`src/rtl/sifive_reset_sequencer.sv`:
```
// sifive_reset_sequencer: single-clock board-shell reset sequencer.
// Waits for a filtered PLL lock, holds all domains for 2^HOLD_BITS cycles,
// then releases domain resets in ascending order, STEP_CYCLES apart.
// Optional feature macro: SIFIVE_RESET_SEQ_LOSS_COUNT_EN adds an 8-bit
// saturating lock-loss abort counter output (lock_loss_count).
module sifive_reset_sequencer #(
  parameter int DOMAINS     = 4,
  parameter int HOLD_BITS   = 8,
  parameter int STEP_CYCLES = 16,
  parameter int LOCK_FILTER = 4
) (
  input  logic               clock,
  input  logic               reset,
  input  logic               locked,
  input  logic               sw_reset_req,
  output logic [DOMAINS-1:0] domain_reset,
  output logic               ready,
  output logic               sw_reset_ack,
  output logic [1:0]         state
`ifdef SIFIVE_RESET_SEQ_LOSS_COUNT_EN
  ,
  output logic [7:0]         lock_loss_count
`endif
);

  localparam int LW = $clog2(LOCK_FILTER + 1);
  localparam int HW = HOLD_BITS + 1;
  localparam int SW = $clog2(STEP_CYCLES + 1);
  localparam int IW = $clog2(DOMAINS) + 1;

  // Terminal counts are "last value before the event" so each compare
  // matches on the edge that completes the interval.
  localparam logic [LW-1:0] LOCK_LAST = LW'(LOCK_FILTER - 1);
  localparam logic [HW-1:0] HOLD_LAST = HW'((1 << HOLD_BITS) - 1);
  localparam logic [SW-1:0] STEP_LAST = SW'(STEP_CYCLES - 1);
  localparam logic [IW-1:0] LAST_IDX  = IW'(DOMAINS - 1);
  localparam logic [DOMAINS-1:0] ONE  = DOMAINS'(1);

  typedef enum logic [1:0] {
    WAIT_LOCK = 2'd0,
    HOLD      = 2'd1,
    RELEASE   = 2'd2,
    RUN       = 2'd3
  } state_t;

  state_t         state_q;
  logic [LW-1:0]  lock_cnt;
  logic [HW-1:0]  hold_cnt;
  logic [SW-1:0]  step_cnt;
  logic [IW-1:0]  idx;
  logic           pending;

  assign state = state_q;

  // Sequencer FSM; every output is a register written here.
  always_ff @(posedge clock) begin
    if (reset) begin
      state_q      <= WAIT_LOCK;
      domain_reset <= '1;
      ready        <= 1'b0;
      sw_reset_ack <= 1'b0;
      lock_cnt     <= '0;
      hold_cnt     <= '0;
      step_cnt     <= '0;
      idx          <= '0;
      pending      <= 1'b0;
`ifdef SIFIVE_RESET_SEQ_LOSS_COUNT_EN
      lock_loss_count <= '0;
`endif
    end else begin
      sw_reset_ack <= 1'b0;
      if (state_q == WAIT_LOCK) begin
        // Software requests are ignored until lock is qualified.
        if (!locked) begin
          lock_cnt <= '0;
        end else if (lock_cnt == LOCK_LAST) begin
          lock_cnt <= '0;
          hold_cnt <= '0;
          state_q  <= HOLD;
        end else begin
          lock_cnt <= lock_cnt + 1'b1;
        end
      end else if (!locked) begin
        // Lock loss beats a simultaneous software request, but the request
        // is still remembered so its ack fires after the next full sequence.
        domain_reset <= '1;
        ready        <= 1'b0;
        lock_cnt     <= '0;
        state_q      <= WAIT_LOCK;
        if (sw_reset_req) pending <= 1'b1;
`ifdef SIFIVE_RESET_SEQ_LOSS_COUNT_EN
        if (lock_loss_count != 8'hFF) lock_loss_count <= lock_loss_count + 1'b1;
`endif
      end else if (sw_reset_req) begin
        domain_reset <= '1;
        ready        <= 1'b0;
        hold_cnt     <= '0;
        pending      <= 1'b1;
        state_q      <= HOLD;
      end else begin
        case (state_q)
          HOLD: begin
            if (hold_cnt == HOLD_LAST) begin
              domain_reset[0] <= 1'b0;
              if (DOMAINS == 1) begin
                state_q <= RUN;
                ready   <= 1'b1;
                if (pending) begin
                  sw_reset_ack <= 1'b1;
                  pending      <= 1'b0;
                end
              end else begin
                state_q  <= RELEASE;
                idx      <= IW'(1);
                step_cnt <= '0;
              end
            end else begin
              hold_cnt <= hold_cnt + 1'b1;
            end
          end
          RELEASE: begin
            if (step_cnt == STEP_LAST) begin
              domain_reset <= domain_reset & ~(ONE << idx);
              step_cnt     <= '0;
              idx          <= idx + 1'b1;
              if (idx == LAST_IDX) begin
                state_q <= RUN;
                ready   <= 1'b1;
                if (pending) begin
                  sw_reset_ack <= 1'b1;
                  pending      <= 1'b0;
                end
              end
            end else begin
              step_cnt <= step_cnt + 1'b1;
            end
          end
          default: ;
        endcase
      end
    end
  end

endmodule
```
`config.mk`:
```
export PLATFORM = sky130hd
export DESIGN_NAME = sifive_reset_sequencer
export DESIGN_NICKNAME = d
export VERILOG_FILES = /design/src/rtl/sifive_reset_sequencer.sv
export SDC_FILE = /design/constraint.sdc
export NUM_CORES = 1
export LEC_CHECK = 0
export ABC_AREA = 1
export CORE_MARGIN = 2
export CORE_UTILIZATION = 30
export DETAILED_ROUTE_END_ITERATION = 7
export PLACE_DENSITY = 0.5
export SLEW_MARGIN = 20
export SYNTH_ARGS = -nofsm -noshare
export SYNTH_HDL_FRONTEND = slang
export SYNTH_SLANG_ARGS = --single-unit
```
`constraint.sdc`:
```
create_clock -name clock -period 5.3 [get_ports clock]
set_input_delay 0.795 -clock clock [delete_from_list [all_inputs] [get_ports clock]]
set_output_delay 0.795 -clock clock [all_outputs]
set_load 0.1 [all_outputs]
```
Word-level counts from Yosys, hierarchy flattened
Index checks and enable logic that the tools add are counted.
{"block": "word_totals", "elab_cells": 105, "output_inout_bits": 8, "romBits": 0, "mem_count": 0, "latch_bits": 0, "mem_bits_rw": 0, "reg_bits": 29, "inputBits": 4}
{"block": "classes", "n_mux": 44, "n_div": 0, "add_sub_neg": 4, "n_bitwise": 8, "reduce_logical": 16, "n_lt_le_gt_ge": 0, "shift": 1, "n_eq_ne": 22, "mul": 0}
{"cell": "9-bit two-way mux", "count": 7}
{"cell": "3-bit two-way mux", "count": 7}
{"cell": "2-bit two-way mux", "count": 8}
{"cell": "5-bit inequality test (second input constant)", "count": 3}
{"cell": "1-bit two-way mux", "count": 13}
{"cell": "4-bit two-way mux", "count": 3}
{"cell": "4-bit AND reduction", "count": 3}
{"cell": "6-bit AND reduction", "count": 2}
{"cell": "5-bit two-way mux", "count": 2}
{"cell": "5-bit case mux with 2 select lines", "count": 1}
{"cell": "5-bit AND reduction", "count": 2}
{"cell": "2-bit nonzero test", "count": 5}
{"cell": "9-bit by 1-bit adder with 9-bit output (second input constant)", "count": 1}
{"cell": "9-bit by 8-bit equality test with 1-bit output (second input constant)", "count": 1}
{"cell": "3-bit by 1-bit inequality test with 1-bit output (second input constant)", "count": 3}
{"cell": "4-bit inequality test (second input constant)", "count": 2}
{"cell": "7-bit OR reduction", "count": 1}
{"cell": "3-bit by 1-bit adder with 3-bit output (second input constant)", "count": 2}
{"cell": "3-bit by 2-bit equality test with 1-bit output (second input constant)", "count": 2}
{"cell": "2-bit inequality test (second input constant)", "count": 3}
{"cell": "1-bit inverter", "count": 6}
{"cell": "3-bit case mux with 2 select lines", "count": 1}
{"cell": "5-bit by 1-bit adder with 5-bit output (second input constant)", "count": 1}
{"cell": "5-bit by 4-bit equality test with 1-bit output (second input constant)", "count": 1}
{"cell": "14 further kinds", "count": 15}

Logic depth before layout (Yosys ltp)
Gate-level depths: netlist of the first run.
{"block": "depth", "depth_word": 7, "ltp_mapped": 14, "ltp_nobuf": 14}

Worst setup path before layout of the first run
No wires, ideal clock.
{"block": "synth_path", "path_kind": "flip-flop to flip-flop", "from": "reg state_q[0] (netlist: state[0])", "to": "reg step_cnt[1]", "setup_time_ns": 0.114, "path_stages_with_launch": 10, "slack_ns": 3.031, "t_required_ns": 5.186, "arrival_ns": 2.155, "n_path_buf": 1, "period_less_slack_ns": 2.269, "cell_sequence": "dfxtp_1 inv_1 ha_1 buf_4 inv_1 nand2_4 nor2_8 inv_4 a22oi_2 nor2_2"}
{"block": "synth_between", "elab_chain_len": 3, "elab_cells_between_ends": 8, "classes_between": "eq/ne (3); mux (1); bitwise (1); reduce/logical (3)"}
{"element": "start: declaration", "line": "46", "rtl": "state_t state_q;"}
{"element": "start signal: assignment", "line": "58", "rtl": "state_q <= WAIT_LOCK;"}
{"element": "start signal: assignment", "line": "79", "rtl": "state_q <= HOLD;"}
{"element": "start signal: assignment", "line": "89", "rtl": "state_q <= WAIT_LOCK;"}
{"element": "2-bit by 1-bit equality test with 1-bit output (tied with other cells)", "line": "101", "rtl": "case (state_q)"}
{"element": "2-bit inequality test (no source line) (tied with other cells)"}
{"element": "5-bit AND reduction (no source line)"}
{"element": "end signal: assignment", "line": "135", "rtl": "step_cnt <= step_cnt + 1'b1;"}
{"element": "end: declaration", "line": "49", "rtl": "logic [SW-1:0] step_cnt;"}
Parallel ways exist; a longest one is shown, timed or not.
A chain may end at the register's enable or synchronous reset.

Final worst setup path of the first run
{"block": "layout_path", "from": "reg state_q[1] (netlist: state[1])", "to": "out state[1]"}
{"element": "end: declaration", "line": "19", "rtl": "output logic [1:0] state"}
No word-level cell between the ends.

==> results.ini, run 1 <==
[outcome]
status=finished, final reports clean

[routing]
ant_nets=0
drt_iter0_markers=50
first_pass_iters=4
vias_per_cell=4.39
num_vias=1314
post-route-drc-count=0
post_drt_wl_per_cell_um=10.4
drt_wl_total_um=3100

[synth]
syn_inst=212
yosys.area.top_type_share=0.369
yosysSeqAreaShare=0.369
synth_compound_area_frac=0.123
yosys.area_share.simple=0.311
syn_area_um2=1580
avgSynthCellArea_um2=7.43
yosysWarnings=0
synth_top_family_by_area=simple AND/OR/NAND/NOR gates
ys_top_cells_by_area=dfxtp_1 37%, nand2_1 11%, ha_1 9.5%, inv_1 7.1%, a21oi_1 5.1%
synth.distinct_cells=32
yosysTopAreaCell=dfxtp_1
yosys.area_share.adder=0.0953
synth_nets=228
yosys.area_share.xor_xnor=0.0111
synth_mux_area_frac=0
ys_ff_latch=29

[clock_network]
path_clk_slew_ns=0.06
hold_buffers=0
cts_max_path_buffers=2
cts_root_buf=clkbuf_8
insertion_delay_ns=0.28
clock_sinks=29
h-tree-depth=2
postCtsSetupBuffers=0
post_cts_resized=0
tritoncts=yes
cts_buffers=5

[floorplanning]
num_rows=26
core-area_um2=5070
die-area_um2=5850
start_util=0.310
die_h_um=76.5
die_w_um=76.5
pin_count=12

[worst_setup_path]
crit_path_start_kind=flop
slowest_delay_ns=1.15
required_ns=4.51
crit_chain=clkdlybuf4s50_1
cp_top_family=buffers and inverters
end_kind=primary output
cp.arrival_ns=1.79
critical_path_peak_fanout=4
critPathKind=flop to primary output
cp_slowest_cell=clkdlybuf4s50_1
cp_num_buf_inv=1

[global_routing]
grt_pass1_vias=1263
overflow=0
antenna_found_initial=0
grt_usage=0.116
grt_first_pass_wirelength_um=5450
grt_start_max_net_pins=11

[placed_design]
gp_congestion=0.793
io_buffers=11
place_hpwl_um=2420

[pwr]
p_per_area_nw_per_um2=225
vdd_drop_max_v=0.0000786
p_leak_nw=0.743
power_w=0.000413

[timing]
timing.fmax_mhz=387
period_share=0.487
hold_violations=0
slew_headroom=0.350
rsz0062_at_grt=no
finClkSkew_ns=0.00524
drv_slew=0
setup_violations=0
min_period_ns=2.58
timing.hold.ws_ns=0.448
tns_ns=0
worstMarginPinSlew_ns=0.971

[cells_and_area]
num-nets-final=244
antenna_cells=0
layout_common_cells=46 x nand2_1, 30 x inv_1, 29 x dfxtp_1, 19 x nor2_1, 16 x a21oi_1
final_common_cell=nand2_1
syn2layout_area_growth_pct=16.8
drive_gt1_frac=0.109

[flow_run]
cap_violations=0

[worst_hold_path]
hp-class=flop to flop

[state kept, by name, indices dropped and copies added, names as in the netlist]
name and count:
state 2, ready 1, pending 1, sw_reset_ack 1, domain_reset 4, idx 3
hold_cnt 9, step_cnt 5, lock_cnt 3
[routing by layer]
layer | routed length, um | track usage | part of all wire | vias to the layer above
li1 | - | - | - | 709
met1 | 1560 | 0.146 | 0.50 | 587
met2 | 1380 | 0.181 | 0.45 | 13
met3 | 124 | 0.0391 | 0.040 | 5
met4 | 34 | 0.0436 | 0.011 | 0
met5 | 0 | 0 | 0 | -
[synth_stat cells (all sizes together)]
cell / number
nand4: 5
nand2: 51
xor2: 1
nor2: 27
o21ai: 11
a22oi: 2
or2: 2
inv: 34
o32ai: 1
a21boi: 1
a211oi: 2
buf: 2
nor3: 4
a21oi: 16
ha: 12
nand3: 10
o31ai: 1
dfxtp: 29
xnor2: 1
[final cells by class]
cell class,count,area [um^2]
multi-input combinational,147,852
timing repair buffer,11,110
inverter,34,130
clock buffer,8,80.1
fill,557,3230
sequential,29,581
tap,70,87.6
[power by group]
group          switching (W)  internal (W)
Combinational      0.0000146    0.00000720
Sequential       0.000000835      0.000219
Clock              0.0000783     0.0000930
Total              0.0000938      0.000319
[worst paths after layout]
path                            slack [ns]  depth (start not counted)     endpoint   startpoint
worst min-delay path                  0.45                          2  lock_cnt[2]  lock_cnt[2]
worst max register to register        3.34                         11  step_cnt[1]  hold_cnt[1]
worst min register to register        0.45                          2  lock_cnt[2]  lock_cnt[2]
worst max-delay path                  2.72                          1     state[1]     state[1]
[through the flow]
| step | worst slack [ns] | util | instances | cell area (um^2) |
|---|---|---|---|---|
| after floorplan | 3.03 | - | 212 | 1580 |
| final | 2.72 | 0.363 | 299 | 1840 |
| after detailed placement | 2.99 | 0.347 | 291 | 1760 |
| after CTS | 2.70 | 0.363 | 299 | 1840 |
| after global placement | 3.01 | 0.347 | 291 | 1760 |
| after global routing | 2.66 | 0.363 | 299 | 1840 |
[tightest hold or removal path, delay by kind of cell, from the launching register on]
| family | cells | cell delay, ns |
|---|---|---|
| compound gates | 1 | 0.05 |
| flops | 1 | 0.29 |
| buf+inv | 1 | 0.06 |
[kinds of logic (layout without fill, tap and decap cells)]
logic type,Yosys count,in the layout
AO/OA/AOI/OAI,34,34
XOR/XNOR,2,2
adder cells (fa/ha/maj),12,12
buffers and inverters,36,53
flip-flops,29,29
AND/OR/NAND/NOR,99,99
(Power assumes the default switching activity.)
==> inputs of run 2 (changes only) <==
PLACE_DENSITY = 0.51   (was 0.5)
clock period = 2.1 ns   (was 5.3 ns; I/O delays follow)
==> run 2 against run 1 <==
First-iteration DRC count grew 6.0%. Cell count grew 0.67%. Via count grew 1.1%. Routed wire length grew 1.8%. Hold slack gained 0.0046 ns. Global-route usage grew 0.25 points. Combinational power grew to 2.7 times the previous value. Critical path depth grew 10. Largest cell class unchanged.
==> results.ini, run 2 (synthesis results as in run 1) <==
[outcome]
status=finished, final reports clean

[global_routing]
grt_first_pass_wirelength_um=5490
antenna_found_initial=0
grt_start_max_net_pins=11
grt_pass1_vias=1242
overflow=0
grt_usage=0.118

[routing]
wl_met3_um=145
highest_layer=met4
vias_per_cell=4.41
ant_nets=0
route.met2.wl_um=1470
drt_wl_total_um=3160
post_drt_wl_per_cell_um=10.5
met1_length_um=1500
drt_iter0_markers=53
post-route-drc-count=0
first_pass_iters=4
num_vias=1328

[pwr]
intPower_w=0.000870
p_switching_w=0.000256
switching_share=0.227
p_seq_frac=0.493
comb_power_share=0.052
p_leak_nw=0.772
vdd_drop_max_v=0.000315
clkPwrFrac=0.455
power_w=0.00113
p_per_area_nw_per_um2=602

[clock_network]
clock_sinks=29
tritoncts=yes
cts_max_path_buffers=2
cts_root_buf=clkbuf_8
insertion_delay_ns=0.28
h-tree-depth=2
cts_buffers=5
postCtsSetupBuffers=0
path_clk_slew_ns=0.07
hold_buffers=0

[timing]
setup_slack_ns=0.244
tns_ns=0
min_period_ns=1.86
setup_violations=0
worstMarginPinSlew_ns=0.427
slew_headroom=0.715
period_share=0.884
drv_slew=0
hold_violations=0
rsz0062_at_grt=no
timing.fmax_mhz=539
finClkSkew_ns=0.00651

[floorplanning]
core-area_um2=5070
die-area_um2=5850
num_rows=26
pin_count=12
start_util=0.310
die_h_um=76.5
die_w_um=76.5

[cells_and_area]
regMostFlops=hold_cnt
layout_common_cells=45 x nand2_1, 30 x inv_1, 27 x dfxtp_1, 19 x nor2_1, 16 x a21oi_1
final_util=0.368
largest_register_ffs=9
antenna_cells=0
syn2layout_area_growth_pct=18.7
num-nets-final=246
top_regs=hold_cnt x9, step_cnt x5, domain_reset x4
drive_gt1_frac=0.186
final_common_cell=nand2_1
final_cells=301

[worst_setup_path]
rrSetupSlack_ns=0.24
cp.arrival_ns=2.04
rr_worst_depth=11
critical_path_peak_fanout=5
cp_num_buf_inv=2
end_kind=flop
required_ns=2.28
slowest_delay_ns=0.36
crit_chain=ha_2 -> nand4_1 -> nor3_2 -> ha_1 -> inv_1 -> nand2_2 -> nand2_1 -> nor2_8 -> inv_4 -> a22oi_2 -> nor2_2
reg2reg_to=step_cnt[1]
cp.depth=11
critPathKind=flop to flop
crit_path_start_kind=flop
rr_startpoint=hold_cnt[1]
cp_slowest_cell=dfxtp_1
cp_top_family=simple AND/OR/NAND/NOR gates

[worst_hold_path]
min_to=lock_cnt[2]
hold_depth=2
hp-class=flop to flop
worstHoldStart=lock_cnt[2]

[placed_design]
place_hpwl_um=2400
io_buffers=11
placed_cells=293
gp_congestion=0.808
place_worst_setup_slack_ns=0.160

[flow_run]
cap_violations=0

==> run 2: cell count changes in the layout (fill, tap and decap cells not counted), moves of 2 or more <==
cell and change:
buf_4 +10, clkbuf_8 +2, dfxtp_2 +2, clkbuf_1 -3
clkdlybuf4s50_1 -8, dfxtp_1 -2
==> run 2: worst max-delay path by stage <==
| stage | slack, ns | startpoint | end |
|---|---|---|---|
| after floorplan | 0.19 | state[0] | step_cnt[1] |
| after global placement | 0.21 | hold_cnt[0] | step_cnt[1] |
| after detailed placement | 0.16 | hold_cnt[0] | step_cnt[1] |
| after CTS | 0.15 | hold_cnt[0] | step_cnt[1] |
| after global routing | 0.02 | hold_cnt[1] | hold_cnt[7] |
| final | 0.24 | hold_cnt[1] | step_cnt[1] |
==> run 2: timing repair <==
| item | CTS | global route |
|---|---|---|
| hold endpoints to repair | 0 | 0 |
| resized for setup | 0 | 3 |
| setup endpoints to repair | 0 | 14 |
==> run 2: final cells by class <==
class | count | area (um^2)
clock buffer | 7 | 96.3
timing repair buffer | 13 | 105
multi-input combinational | 147 | 862
sequential | 29 | 583
fill | 575 | 3210
clock inverter | 1 | 5.00
tap | 70 | 87.6
inverter | 34 | 130
==> run 2: metrics by stage <==
stage	cell area (um^2)	hold slack [ns]
floorplan	1580	0.377
global placement	1760	0.436
detailed placement	1760	0.443
CTS	1860	0.451
global route	1870	0.475
finish	1870	0.452
==> run 2: metal layers <==
layer	GRT usage	vias to the layer above
li1	-	712
met5	0	-
met1	0.143	595
met3	0.0474	5
met2	0.188	16
met4	0.0436	0
==> run 2: tightest hold or removal path, delay by kind of cell, from the launching register on <==
| kind | cells | cell delay [ns] |
|---|---|---|
| buffers and inverters | 1 | 0.06 |
| flip-flops | 1 | 0.30 |
| AO/OA/AOI/OAI | 1 | 0.05 |
==> run 2: power by group through the flow <==
stage / Combinational [W] / Sequential, W / Clock (W)
finish: 0.0000581 / 0.000555 / 0.000512
global route: 0.0000653 / 0.000555 / 0.000558
CTS: 0.0000588 / 0.000555 / 0.000534
detailed placement: 0.0000587 / 0.000568 / 0
global placement: 0.0000594 / 0.000568 / 0
floorplan: 0.0000338 / 0.000570 / 0
==> inputs of run 3 (changes only) <==
PLACE_DENSITY = 0.54   (was 0.51)
==> run 3 against run 2 <==
Clock skew down 0.00053 ns. Largest cell class unchanged. First-iteration DRC count up 17%. Critical path type unchanged. Utilization is 0.32 points lower. Cell area fell by 0.87%. Sequential cell count did not move.
==> results.ini, run 3 (synthesis results as in run 1) <==
[worst_hold_path]
min_to=lock_cnt[2]
worstHoldStart=lock_cnt[2]
hold_depth=2
hp-class=flop to flop

[worst_setup_path]
rr_worst_depth=12
critPathKind=flop to flop
reg2reg_to=idx[0]
cp_top_family=simple AND/OR/NAND/NOR gates
rrSetupSlack_ns=0.24
cp.arrival_ns=2.08
required_ns=2.32
cp_num_buf_inv=2
crit_chain=ha_1 -> nand4_1 -> nor3_2 -> ha_1 -> inv_1 -> nand2_1 -> nand2_2 -> nor2_2 -> nand3_1 -> nand2_1 -> inv_1 -> nor2_1
crit_path_start_kind=flop
cp_slowest_cell=dfxtp_1
slowest_delay_ns=0.35
end_kind=flop
rr_startpoint=hold_cnt[1]
critical_path_peak_fanout=4

[pwr]
p_switching_w=0.000238
p_leak_nw=0.766
switching_share=0.222
intPower_w=0.000833
p_per_area_nw_per_um2=578
clkPwrFrac=0.427
vdd_drop_max_v=0.000365
comb_power_share=0.054
p_seq_frac=0.518

[cells_and_area]
fillers=586
antenna_cells=0
syn2layout_area_growth_pct=17.6
largest_register_ffs=9
layout_common_cells=45 x nand2_1, 30 x inv_1, 26 x dfxtp_1, 19 x nor2_1, 16 x a21oi_1
drive_gt1_frac=0.178
final_cells=300
num-nets-final=246
top_regs=hold_cnt x9, step_cnt x5, domain_reset x4
fin_area_um2=1850
final_common_cell=nand2_1
regMostFlops=hold_cnt

[global_routing]
grt_usage=0.121
grt_pass1_vias=1297
grt_first_pass_wirelength_um=5650
antenna_found_initial=0
grt_start_max_net_pins=11
overflow=0

[floorplanning]
die_w_um=76.5
num_rows=26
die-area_um2=5850
start_util=0.310
die_h_um=76.5
core-area_um2=5070
pin_count=12

[timing]
tns_ns=0
worstMarginPinSlew_ns=0.398
slew_headroom=0.734
hold_violations=0
timing.fmax_mhz=538
min_period_ns=1.86
drv_slew=0
period_share=0.885
setup_violations=0
rsz0062_at_grt=no
finClkSkew_ns=0.00598

[routing]
first_pass_iters=4
drt_iter0_markers=62
ant_nets=0
num_vias=1334
post-route-drc-count=0
vias_per_cell=4.45
post_drt_wl_per_cell_um=10.5
drt_wl_total_um=3160

[clock_network]
h-tree-depth=2
cts_buffers=5
cts_root_buf=clkbuf_8
tritoncts=yes
path_clk_slew_ns=0.06
cts_max_path_buffers=2
hold_buffers=0
postCtsSetupBuffers=0
insertion_delay_ns=0.28
clock_sinks=29

[outcome]
status=finished, final reports clean

[placed_design]
placed_cells=293
io_buffers=11
gp_congestion=0.816
placedInstanceArea_um2=1760
place_hpwl_um=2420

[flow_run]
cap_violations=0

==> run 3: cell count changes in the layout (fill, tap and decap cells not counted) <==
cell / change
dfxtp_1: -1
clkinv_2: -1
ha_2: -1
clkbuf_1: +1
clkbuf_8: -1
dfxtp_2: +1
ha_1: +1
==> run 3: how the worst max path moves through the flow <==
stage	start	to	cells after the start
final	hold_cnt[1]	idx[0]	12
after CTS	hold_cnt[1]	step_cnt[1]	11
after floorplan	state[0]	step_cnt[1]	9
after detailed placement	hold_cnt[0]	step_cnt[1]	11
after global routing	hold_cnt[1]	hold_cnt[7]	12
after global placement	hold_cnt[0]	step_cnt[1]	11
==> run 3: cell type report <==
| type | count | area, um^2 | area share |
|---|---|---|---|
| multi-input combinational | 147 | 860 | 0.464 |
| sequential | 29 | 584 | 0.315 |
| inverter | 34 | 130 | 0.0702 |
| clock buffer | 7 | 86.3 | 0.0466 |
| tap | 70 | 87.6 | 0.0473 |
| timing repair buffer | 13 | 105 | 0.0567 |
==> run 3: metrics by stage <==
step | worst slack, ns | util | total power, W | hold slack (ns)
after floorplan | 0.189 | - | 0.000604 | 0.377
after global placement | 0.229 | 0.346 | 0.000626 | 0.436
after detailed placement | 0.206 | 0.346 | 0.000626 | 0.445
after CTS | 0.184 | 0.363 | 0.00110 | 0.453
after global routing | 0.0152 | 0.365 | 0.00112 | 0.464
final | 0.240 | 0.365 | 0.00107 | 0.448
==> run 3: per-layer routing <==
metal,share of wire,routed length (um),up-vias,track usage
met5,0,0,-,0
met4,0.018,56,0,0.0600
met3,0.030,95,5,0.0355
met2,0.48,1510,12,0.204
met1,0.47,1500,600,0.140
li1,-,-,717,-
==> run 3: tightest hold or removal path: cells and delay by family (launching register included) <==
kind	cells	cell delay, ns
buffers and inverters	1	0.06
AO/OA/AOI/OAI	1	0.05
flip-flops	1	0.29
==> run 3: power groups by stage <==
| stage | clock (W) | combinational (W) | sequential [W] |
|---|---|---|---|
| floorplan | 0 | 0.0000338 | 0.000570 |
| global placement | 0 | 0.0000587 | 0.000568 |
| detailed placement | 0 | 0.0000588 | 0.000568 |
| CTS | 0.000482 | 0.0000592 | 0.000555 |
| global route | 0.000500 | 0.0000657 | 0.000556 |
| finish | 0.000458 | 0.0000582 | 0.000555 |
==> run 3: repair_timing <==
item,in CTS,in global routing
resized for setup,0,3
hold endpoints to repair,0,0
setup endpoints to repair,0,11
